`src/rtl/svpwm_gen.sv`:
```
// ============================================================================
// Module  : svpwm_gen
// Brief   : Alpha/beta to three-phase duty converter with center-aligned PWM.
//           Optional min/max zero-sequence injection via SVPWM_MINMAX_EN.
// Revision: 1.0 - initial release
// ============================================================================
`default_nettype none

module svpwm_gen #(
  parameter int D_WIDTH    = 32,
  parameter int Q_BITS     = 10,
  parameter int CNT_WIDTH  = 12,
  parameter int PWM_PERIOD = 1000
) (
  input  logic                      clk,
  input  logic                      rst,
  input  logic signed [D_WIDTH-1:0] alpha,
  input  logic signed [D_WIDTH-1:0] beta,
  input  logic                      start,
  output logic                      busy,
  output logic                      done,
  output logic [CNT_WIDTH-1:0]      duty_a,
  output logic [CNT_WIDTH-1:0]      duty_b,
  output logic [CNT_WIDTH-1:0]      duty_c,
  output logic                      pwm_a,
  output logic                      pwm_b,
  output logic                      pwm_c,
  output logic                      pwm_sync
);

  localparam int PW        = 2 * D_WIDTH;
  localparam int VW        = D_WIDTH + 2;
  localparam int C_SQRT3_2 = $rtoi(0.8660254 * (2.0 ** Q_BITS) + 0.5);
  localparam int C_HALF    = PWM_PERIOD / 2;
  localparam logic [CNT_WIDTH-1:0] C_PEAK = CNT_WIDTH'(PWM_PERIOD);

  typedef enum logic [1:0] {
    S_IDLE   = 2'd0,
    S_CLARKE = 2'd1,
    S_INJECT = 2'd2,
    S_SCALE  = 2'd3
  } state_t;

  state_t                    state_q, state_d;
  logic signed [D_WIDTH-1:0] alpha_q, alpha_d, beta_q, beta_d;
  logic signed [VW-1:0]      v_q [3];
  logic signed [VW-1:0]      v_d [3];
  logic [CNT_WIDTH-1:0]      pend_q [3];
  logic [CNT_WIDTH-1:0]      pend_d [3];
  logic [CNT_WIDTH-1:0]      duty_q [3];
  logic [CNT_WIDTH-1:0]      duty_d [3];
  logic [CNT_WIDTH-1:0]      cnt_q, cnt_d;
  logic                      up_q, up_d;
  logic                      done_q, done_d;
  logic [2:0]                pwm_q, pwm_d;

  logic signed [PW-1:0]      k_full;
  logic signed [VW-1:0]      k_v, a_half, off;
  logic signed [PW-1:0]      scaled [3];
  logic [CNT_WIDTH-1:0]      clamp [3];

`ifdef SVPWM_MINMAX_EN
  logic signed [VW-1:0] v_max, v_min;
  logic signed [VW:0]   mm_sum;

  always_comb begin
    v_max = v_q[0];
    v_min = v_q[0];
    for (int i = 1; i < 3; i++) begin
      if (v_q[i] > v_max) v_max = v_q[i];
      if (v_q[i] < v_min) v_min = v_q[i];
    end
    mm_sum = (VW+1)'(v_max) + (VW+1)'(v_min);
    off    = VW'(mm_sum >>> 1);
  end
`else
  assign off = '0;
`endif

  always_comb begin
    k_full = PW'(C_SQRT3_2) * PW'(beta_q);
    k_v    = VW'(k_full >>> Q_BITS);
    a_half = VW'(alpha_q) >>> 1;
    for (int i = 0; i < 3; i++) begin
      scaled[i] = ((PW'(v_q[i]) * PW'(C_HALF)) >>> Q_BITS) + PW'(C_HALF);
      if (scaled[i][PW-1])
        clamp[i] = '0;
      else if (scaled[i] > PW'(PWM_PERIOD))
        clamp[i] = C_PEAK;
      else
        clamp[i] = CNT_WIDTH'(scaled[i]);
    end
  end

  always_comb begin
    state_d = state_q;
    alpha_d = alpha_q;
    beta_d  = beta_q;
    done_d  = 1'b0;
    for (int i = 0; i < 3; i++) begin
      v_d[i]    = v_q[i];
      pend_d[i] = pend_q[i];
    end

    case (state_q)
      S_IDLE: begin
        if (start) begin
          alpha_d = alpha;
          beta_d  = beta;
          state_d = S_CLARKE;
        end
      end
      S_CLARKE: begin
        v_d[0]  = VW'(alpha_q);
        v_d[1]  = -a_half + k_v;
        v_d[2]  = -a_half - k_v;
        state_d = S_INJECT;
      end
      S_INJECT: begin
        for (int i = 0; i < 3; i++) v_d[i] = v_q[i] - off;
        state_d = S_SCALE;
      end
      default: begin
        for (int i = 0; i < 3; i++) pend_d[i] = clamp[i];
        done_d  = 1'b1;
        state_d = S_IDLE;
      end
    endcase

    // Triangle carrier: each end value appears exactly once per reversal.
    up_d = up_q;
    if (up_q) begin
      if (cnt_q == C_PEAK) begin
        cnt_d = cnt_q - 1'b1;
        up_d  = 1'b0;
      end else begin
        cnt_d = cnt_q + 1'b1;
      end
    end else if (cnt_q == '0) begin
      cnt_d = cnt_q + 1'b1;
      up_d  = 1'b1;
    end else begin
      cnt_d = cnt_q - 1'b1;
    end

    for (int i = 0; i < 3; i++) begin
      duty_d[i] = (cnt_q == '0) ? pend_q[i] : duty_q[i];
      pwm_d[i]  = (cnt_d < duty_d[i]);
    end
  end

  always_ff @(posedge clk) begin
    if (rst) begin
      state_q <= S_IDLE;
      alpha_q <= '0;
      beta_q  <= '0;
      done_q  <= 1'b0;
      cnt_q   <= '0;
      up_q    <= 1'b1;
      pwm_q   <= '0;
      for (int i = 0; i < 3; i++) begin
        v_q[i]    <= '0;
        pend_q[i] <= '0;
        duty_q[i] <= '0;
      end
    end else begin
      state_q <= state_d;
      alpha_q <= alpha_d;
      beta_q  <= beta_d;
      done_q  <= done_d;
      cnt_q   <= cnt_d;
      up_q    <= up_d;
      pwm_q   <= pwm_d;
      for (int i = 0; i < 3; i++) begin
        v_q[i]    <= v_d[i];
        pend_q[i] <= pend_d[i];
        duty_q[i] <= duty_d[i];
      end
    end
  end

  assign busy     = (state_q != S_IDLE);
  assign done     = done_q;
  assign duty_a   = duty_q[0];
  assign duty_b   = duty_q[1];
  assign duty_c   = duty_q[2];
  assign pwm_a    = pwm_q[0];
  assign pwm_b    = pwm_q[1];
  assign pwm_c    = pwm_q[2];
  assign pwm_sync = (cnt_q == '0);

endmodule

`default_nettype wire

```
`config.mk`:
```
export PLATFORM = sky130hd
export DESIGN_NAME = svpwm_gen
export DESIGN_NICKNAME = d
export VERILOG_FILES = /design/src/rtl/svpwm_gen.sv
export SDC_FILE = /design/constraint.sdc
export NUM_CORES = 2
export LEC_CHECK = 0
export BUFFER_PORTS_ARGS = -buffer_cell sky130_fd_sc_hd__clkbuf_2
export CORE_ASPECT_RATIO = 0.8
export CORE_MARGIN = 2
export CORE_UTILIZATION = 45
export CTS_CLUSTER_DIAMETER = 120
export CTS_CLUSTER_SIZE = 40
export DETAILED_ROUTE_END_ITERATION = 7
export GPL_ROUTABILITY_DRIVEN = 0
export SYNTH_ARGS = -nofsm -noshare
export SYNTH_HDL_FRONTEND = slang
export SYNTH_SLANG_ARGS = --single-unit
```
`constraint.sdc`:
```
create_clock -name clk -period 13.6 [get_ports clk]
set_input_delay 1.36 -clock clk [delete_from_list [all_inputs] [get_ports clk]]
set_output_delay 1.36 -clock clk [all_outputs]
set_load 0.02 [all_outputs]
```
## Yosys cells after proc, flatten, opt, wreduce, memory -nomap -nowiden

Memories as Yosys holds them, arrays and structs flattened.
Index checks and enable logic that the tools add are counted.

- Register bits after elaboration: 83
- Latch bits: 0
- Bits in writable memories: 174
- Memory bits (read-only): 0
- Output and inout port bits: 42
- Word-level logic and storage cells: 78
- Memories kept: 3

- Add/sub/neg operators: 8
- $mul: 4
- Divide/modulo/power cells: 0
- Order comparisons: 6
- Equal/unequal tests: 4
- Shift-type cells: 0
- Multiplexer cells: 32
- Bitwise logic cells: 9
- Reduce and logical (&&, ||, !) cells: 5

Memories:

| memory | depth | width | read ports | clocked after memory_dff | wr ports | line | text |
|---|---|---|---|---|---|---|---|
| v_q | 3 | 34 | 3 | 0 | 3 | 46 | `logic signed [VW-1:0] v_q [3];` |
| duty_q | 3 | 12 | 3 | 0 | 3 | 50 | `logic [CNT_WIDTH-1:0] duty_q [3];` |
| pend_q | 3 | 12 | 3 | 0 | 3 | 48 | `logic [CNT_WIDTH-1:0] pend_q [3];` |

Operator list:

| cell | number |
|---|---|
| $mux W12 | 18 |
| $mul A34 B8 Y42 const B | 3 |
| $add A34 B10 Y35 const B | 3 |
| $gt A35 B11 Y1 const B | 3 |
| $mux W102 | 1 |
| $mux W34 | 3 |
| $mul A11 B32 Y43 const A | 1 |
| $lt A12 B12 Y1 | 3 |
| $mux W36 | 1 |
| $add A34 B33 Y34 | 1 |
| $neg A31 Y34 | 1 |
| $sub A34 B33 Y34 | 1 |
| $add A12 B1 Y12 const B | 1 |
| $eq A12 B10 Y1 const B | 1 |
| $logic_not A12 Y1 | 1 |
| $sub A12 B1 Y12 const B | 1 |
| $or A1 B1 Y1 | 9 |
| $mux W1 | 7 |
| $pmux W2 S3 | 1 |
| $reduce_or A3 Y1 | 1 |
| $eq A2 B1 Y1 const B | 1 |
| $eq A2 B2 Y1 const B | 1 |
| $logic_not A2 Y1 | 1 |
| $mux W2 | 1 |
| other kinds (3) | 3 |

## Logic depth before layout (Yosys ltp)

An unclocked memory read counts as a cell.

- Word-level depth: 8
- Mapped depth: 38

## Worst setup path after synthesis

Ideal clock, no wire load.

- Path kind: register to register
- Start: register beta_q[6]
- End: memory v_q[0][100] in the netlist's numbering
- Setup time: 0.092 ns
- Arrival: 8.081 ns
- Path slack: 5.427 ns
- Stages on the path, launching flop included: 34
- Buffers on the path: 1
- Clock period less this slack: 8.173 ns
- Cell sequence: dfxtp_1 -> ha_1 -> fa_1 -> inv_1 -> fa_1 -> fa_1 -> fa_1 -> inv_1 -> ha_1 -> and3_1 -> a221o_1 -> a21o_1 -> o21a_1 -> o21a_1 -> o21a_1 -> o21a_1 -> o21a_1 -> nor2_1 -> xnor2_1 -> ha_1 -> clkbuf_1 -> inv_1 -> a21oi_1 -> nor2_1 -> nor2_1 -> nand3_1 -> a31oi_1 -> o21ai_1 -> a2111oi_0 -> nor3_1 -> o41a_1 -> a2111o_1 -> and4_1 -> nor4_1

RTL lines:

| item | line | text |
|---|---|---|
| start: declaration | 45 | `logic signed [D_WIDTH-1:0] alpha_q, alpha_d, beta_q, beta_d;` |
| start signal: assignment | 169 | `beta_q <= beta_d;` |
| end: declaration | 46 |  |

==> summary.txt <==
CTS
  • Clock Tree Buf Depth: 3
  • Later-pin clock latency in the skew report: about 0.58 ns
  • # hold bufs at CTS: 0
  • Clk sinks: about 250
  • Root buf cell: clkbuf_16
  • CTS H-tree lvls: 1
  • CTS Buf Count: 13
  • TritonCTS clock tree: done
  • Post-CTS Setup Repair Bufs: 0
  • Cts repair resizes: 0
  • Clock transition at the registers of the reported paths: ~0.14 ns

Routing
  • TritonRoute pass-1 iters: 6
  • Drt initial violations: 2222
  • Detail Route Antenna Nets: 0
  • Via count: approximately 34000
  • DR vias/cell: about 5.2
  • WL/cell: 16.33 µm
  • Total Wirelength: approximately 110 mm
  • DR DRC count: 0

Min path
  • Hold Crit Endpoint: pend_q[0][35]$_SDFFE_PP0P_
  • HP Class: reg -> reg
  • Hold depth: 1
  • HP Start: pend_q[0][35]$_SDFFE_PP0P_

Timing
  • RSZ-0062 raised after global routing: no
  • Fmax: approximately 0.11 GHz
  • Final Critical Period: between 9 and 10 ns
  • Relative slew slack: between 20% and 30%
  • Setup tns final: 0 ns
  • Setup violators final: 0
  • Worst Tran Pin Value: about 1.2 ns
  • Max Slew Vio Count: 0
  • Period utilisation layout: between 60% and 70%
  • Final hold viol count: 0
  • Clock skew: roughly 0.057 ns

Worst setup path
  • Worst-path fanout max: 9
  • Crit end category: register
  • Critical Path RT: 14.06 ns
  • Data arrival, critical path: between 9 and 10 ns
  • FF-to-FF setup slack: between 4 and 5 ns
  • Largest stage delay, worst path: 0.68 ns
  • FF-to-FF End: v_q[0][100]$_SDFFE_PP0P_
  • Crit Path Class: reg -> reg
  • Reg2reg start: beta_q[5]$_SDFFE_PP0P_
  • Worst Setup Start Kind: register
  • Slowest CP cell: o31ai_1
  • Worst R2R Path Depth: 35

Die
  • Die X: 352.9 µm
  • Cell Rows: between 100 and 150
  • Io pins: around 110
  • CORE AREA: between 90000 and 100000 µm²
  • Die area: between 90000 and 100000 µm²
  • Initial core utilization: between 40% and 50%
  • Die Height: around 280 µm

Global routing
  • Largest net degree at the start of global routing: between 100 and 150
  • GR peak layer: met1
  • Met3 Resource Use GR: between 2 and 2.5%
  • GR Layer Usage met1: between 30% and 40%
  • First-pass GRT wire length: between 150 and 200 mm
  • Grt total ovfl: 0
  • Vias in the first global route: ~32000
  • Antenna violations before repair: 0
  • GRT Total Usage: between 20% and 30%
  • GR Util met2: a little under a third

Yosys
  • Synthesized flop and latch total: 254
  • Syn nets: about 6400
  • Seq/Total Area, Yosys: between 10% and 20%
  • Syn_area_per_cell: ~8.5 µm²
  • Ys async rst share: 0%
  • Primary FF master, synth: dfxtp_1
  • Yosys warnings: 0
  • Synth cell types: between 100 and 150
  • EDFF count, synth: 0
  • Syn Inst Count: between 5000 and 6000
  • Post-synthesis cell area: 43820 µm²

Final layout
  • Nets: about 6400
  • # fillers: 9456
  • Ratio of cells with drive above 1 in the final layout: 4.500%
  • Area delta synth->final: 5.197%

Run
  • Max cap viols: 0

Placement
  • Post-DP HPWL: 91.04 mm
  • Port bufs: 108

Outcome
  • Status: finished, final reports clean
-- worst max-delay path: cells and delay by family, from the launching register on --
family	cells	cell delay [ns]
AND/OR/NAND/NOR	8	1.27
adder cells (fa/ha/maj)	7	2.84
XOR/XNOR	1	0.12
flip-flops	1	0.42
AO/OA/AOI/OAI	14	4.31
buffers and inverters	5	0.31
-- stage by stage --
stage / setup slack, ns / hold WS, ns / util, % / std cells / area [µm²]
6_report: 4.228 / 0.4789 / 47.71 / 6456 / 46090
5_1_grt: 3.753 / 0.4956 / 47.71 / 6455 / 46090
4_1_cts: 4.417 / 0.4788 / 47.71 / 6455 / 46090
3_5_place_dp: 4.506 / 0.4434 / 47.20 / 6434 / 45600
3_3_place_gp: 4.714 / 0.4419 / 47.20 / 6434 / 45600
2_1_floorplan: 5.427 / 0.4153 / - / 5139 / 43820
-- cell type report --
class	instances	area, µm²	area share (%)
Multi-Input combinational cell	3535	33660	73.02
Antenna cell	1	2.502	0.005429
Timing Repair Buffer	118	621.8	1.349
Clock inverter	8	168.9	0.3665
Inverter	1227	4606	9.992
Tap cell	1300	1627	3.529
Clock buffer	13	325.3	0.7058
Sequential cell	254	5085	11.03
-- metal layers --
layer,routed length (µm),share of wire (%)
met5,0,0
met3,5193,4.9
met2,43210,41
met1,56160,53
met4,872,0.83
-- cells by family after synthesis --
| logic type | after synthesis | synth area share [%] |
|---|---|---|
| XOR/XNOR | 242 | 4.855 |
| AO/OA/AOI/OAI | 870 | 13.40 |
| buffers and inverters | 1350 | 11.64 |
| AND/OR/NAND/NOR | 1155 | 13.27 |
| flip-flops | 254 | 11.61 |
| adder cells (fa/ha/maj) | 1147 | 42.45 |
| multiplexers | 121 | 2.778 |
-- flip-flops by register name, summed over array words and instances (netlist names) --
name     flops
v_q         99
duty_q      36
pend_q      36
alpha_q     32
beta_q      32
cnt_q       12
pwm_q        3
state_q      2
done         1
up_q         1
-- how the worst max path moves through the flow --
| stage | from | cells past startpoint | to |
|---|---|---|---|
| after global routing | beta_q[4]$_SDFFE_PP0P_ | 35 | v_q[0][100]$_SDFFE_PP0P_ |
| after CTS | beta_q[5]$_SDFFE_PP0P_ | 35 | v_q[0][100]$_SDFFE_PP0P_ |
| after detailed placement | beta_q[5]$_SDFFE_PP0P_ | 35 | v_q[0][100]$_SDFFE_PP0P_ |
| after floorplan | beta_q[6]$_SDFFE_PP0P_ | 33 | v_q[0][100]$_SDFFE_PP0P_ |
| after global placement | beta_q[5]$_SDFFE_PP0P_ | 35 | v_q[0][100]$_SDFFE_PP0P_ |
| final | beta_q[5]$_SDFFE_PP0P_ | 35 | v_q[0][100]$_SDFFE_PP0P_ |
-- cells in the final DEF, fill, tap and decap left out, types with 107 or more instances in the layout --
cell type / n
nand2_1: 289
clkbuf_2: 107
xnor2_1: 161
a21oi_1: 243
fa_1: 566
o21ai_0: 128
inv_1: 1227
mux2i_1: 116
nor2_1: 324
ha_1: 580
dfxtp_1: 254
-- synth_stat cells (11+ instances only) --
cell | number | area share [%]
nand3_1 | 60 | 0.69
nand4_1 | 34 | 0.49
o21ai_1 | 20 | 0.23
and4_1 | 13 | 0.26
o21ai_0 | 128 | 1.5
inv_1 | 1227 | 11
nor2b_1 | 39 | 0.56
nand2b_1 | 38 | 0.54
o21bai_1 | 32 | 0.55
or3_1 | 41 | 0.59
ha_1 | 581 | 17
and2_1 | 41 | 0.59
mux2i_1 | 116 | 2.6
buf_1 | 21 | 0.18
a211oi_1 | 67 | 1.1
a22oi_1 | 16 | 0.27
nor4_1 | 29 | 0.41
o31ai_1 | 23 | 0.39
a21oi_1 | 243 | 2.8
fa_1 | 566 | 26
buf_2 | 12 | 0.14
and3_1 | 41 | 0.59
nor3_1 | 87 | 0.99
or4_1 | 16 | 0.27
o211ai_1 | 31 | 0.53
xor2_1 | 80 | 1.6
nand2_1 | 290 | 2.5
clkbuf_1 | 85 | 0.73
xnor2_1 | 161 | 3.2
or2_2 | 30 | 0.43
a31oi_1 | 27 | 0.39
o21a_1 | 28 | 0.48
nand4b_1 | 11 | 0.22
nand3b_1 | 13 | 0.22
nor2_1 | 325 | 2.8
dfxtp_1 | 254 | 12
a21o_1 | 78 | 1.3
Power is left out: the tool's default activity adds up to more than one toggle a clock period on the data nets, which glitch-free logic cannot reach.
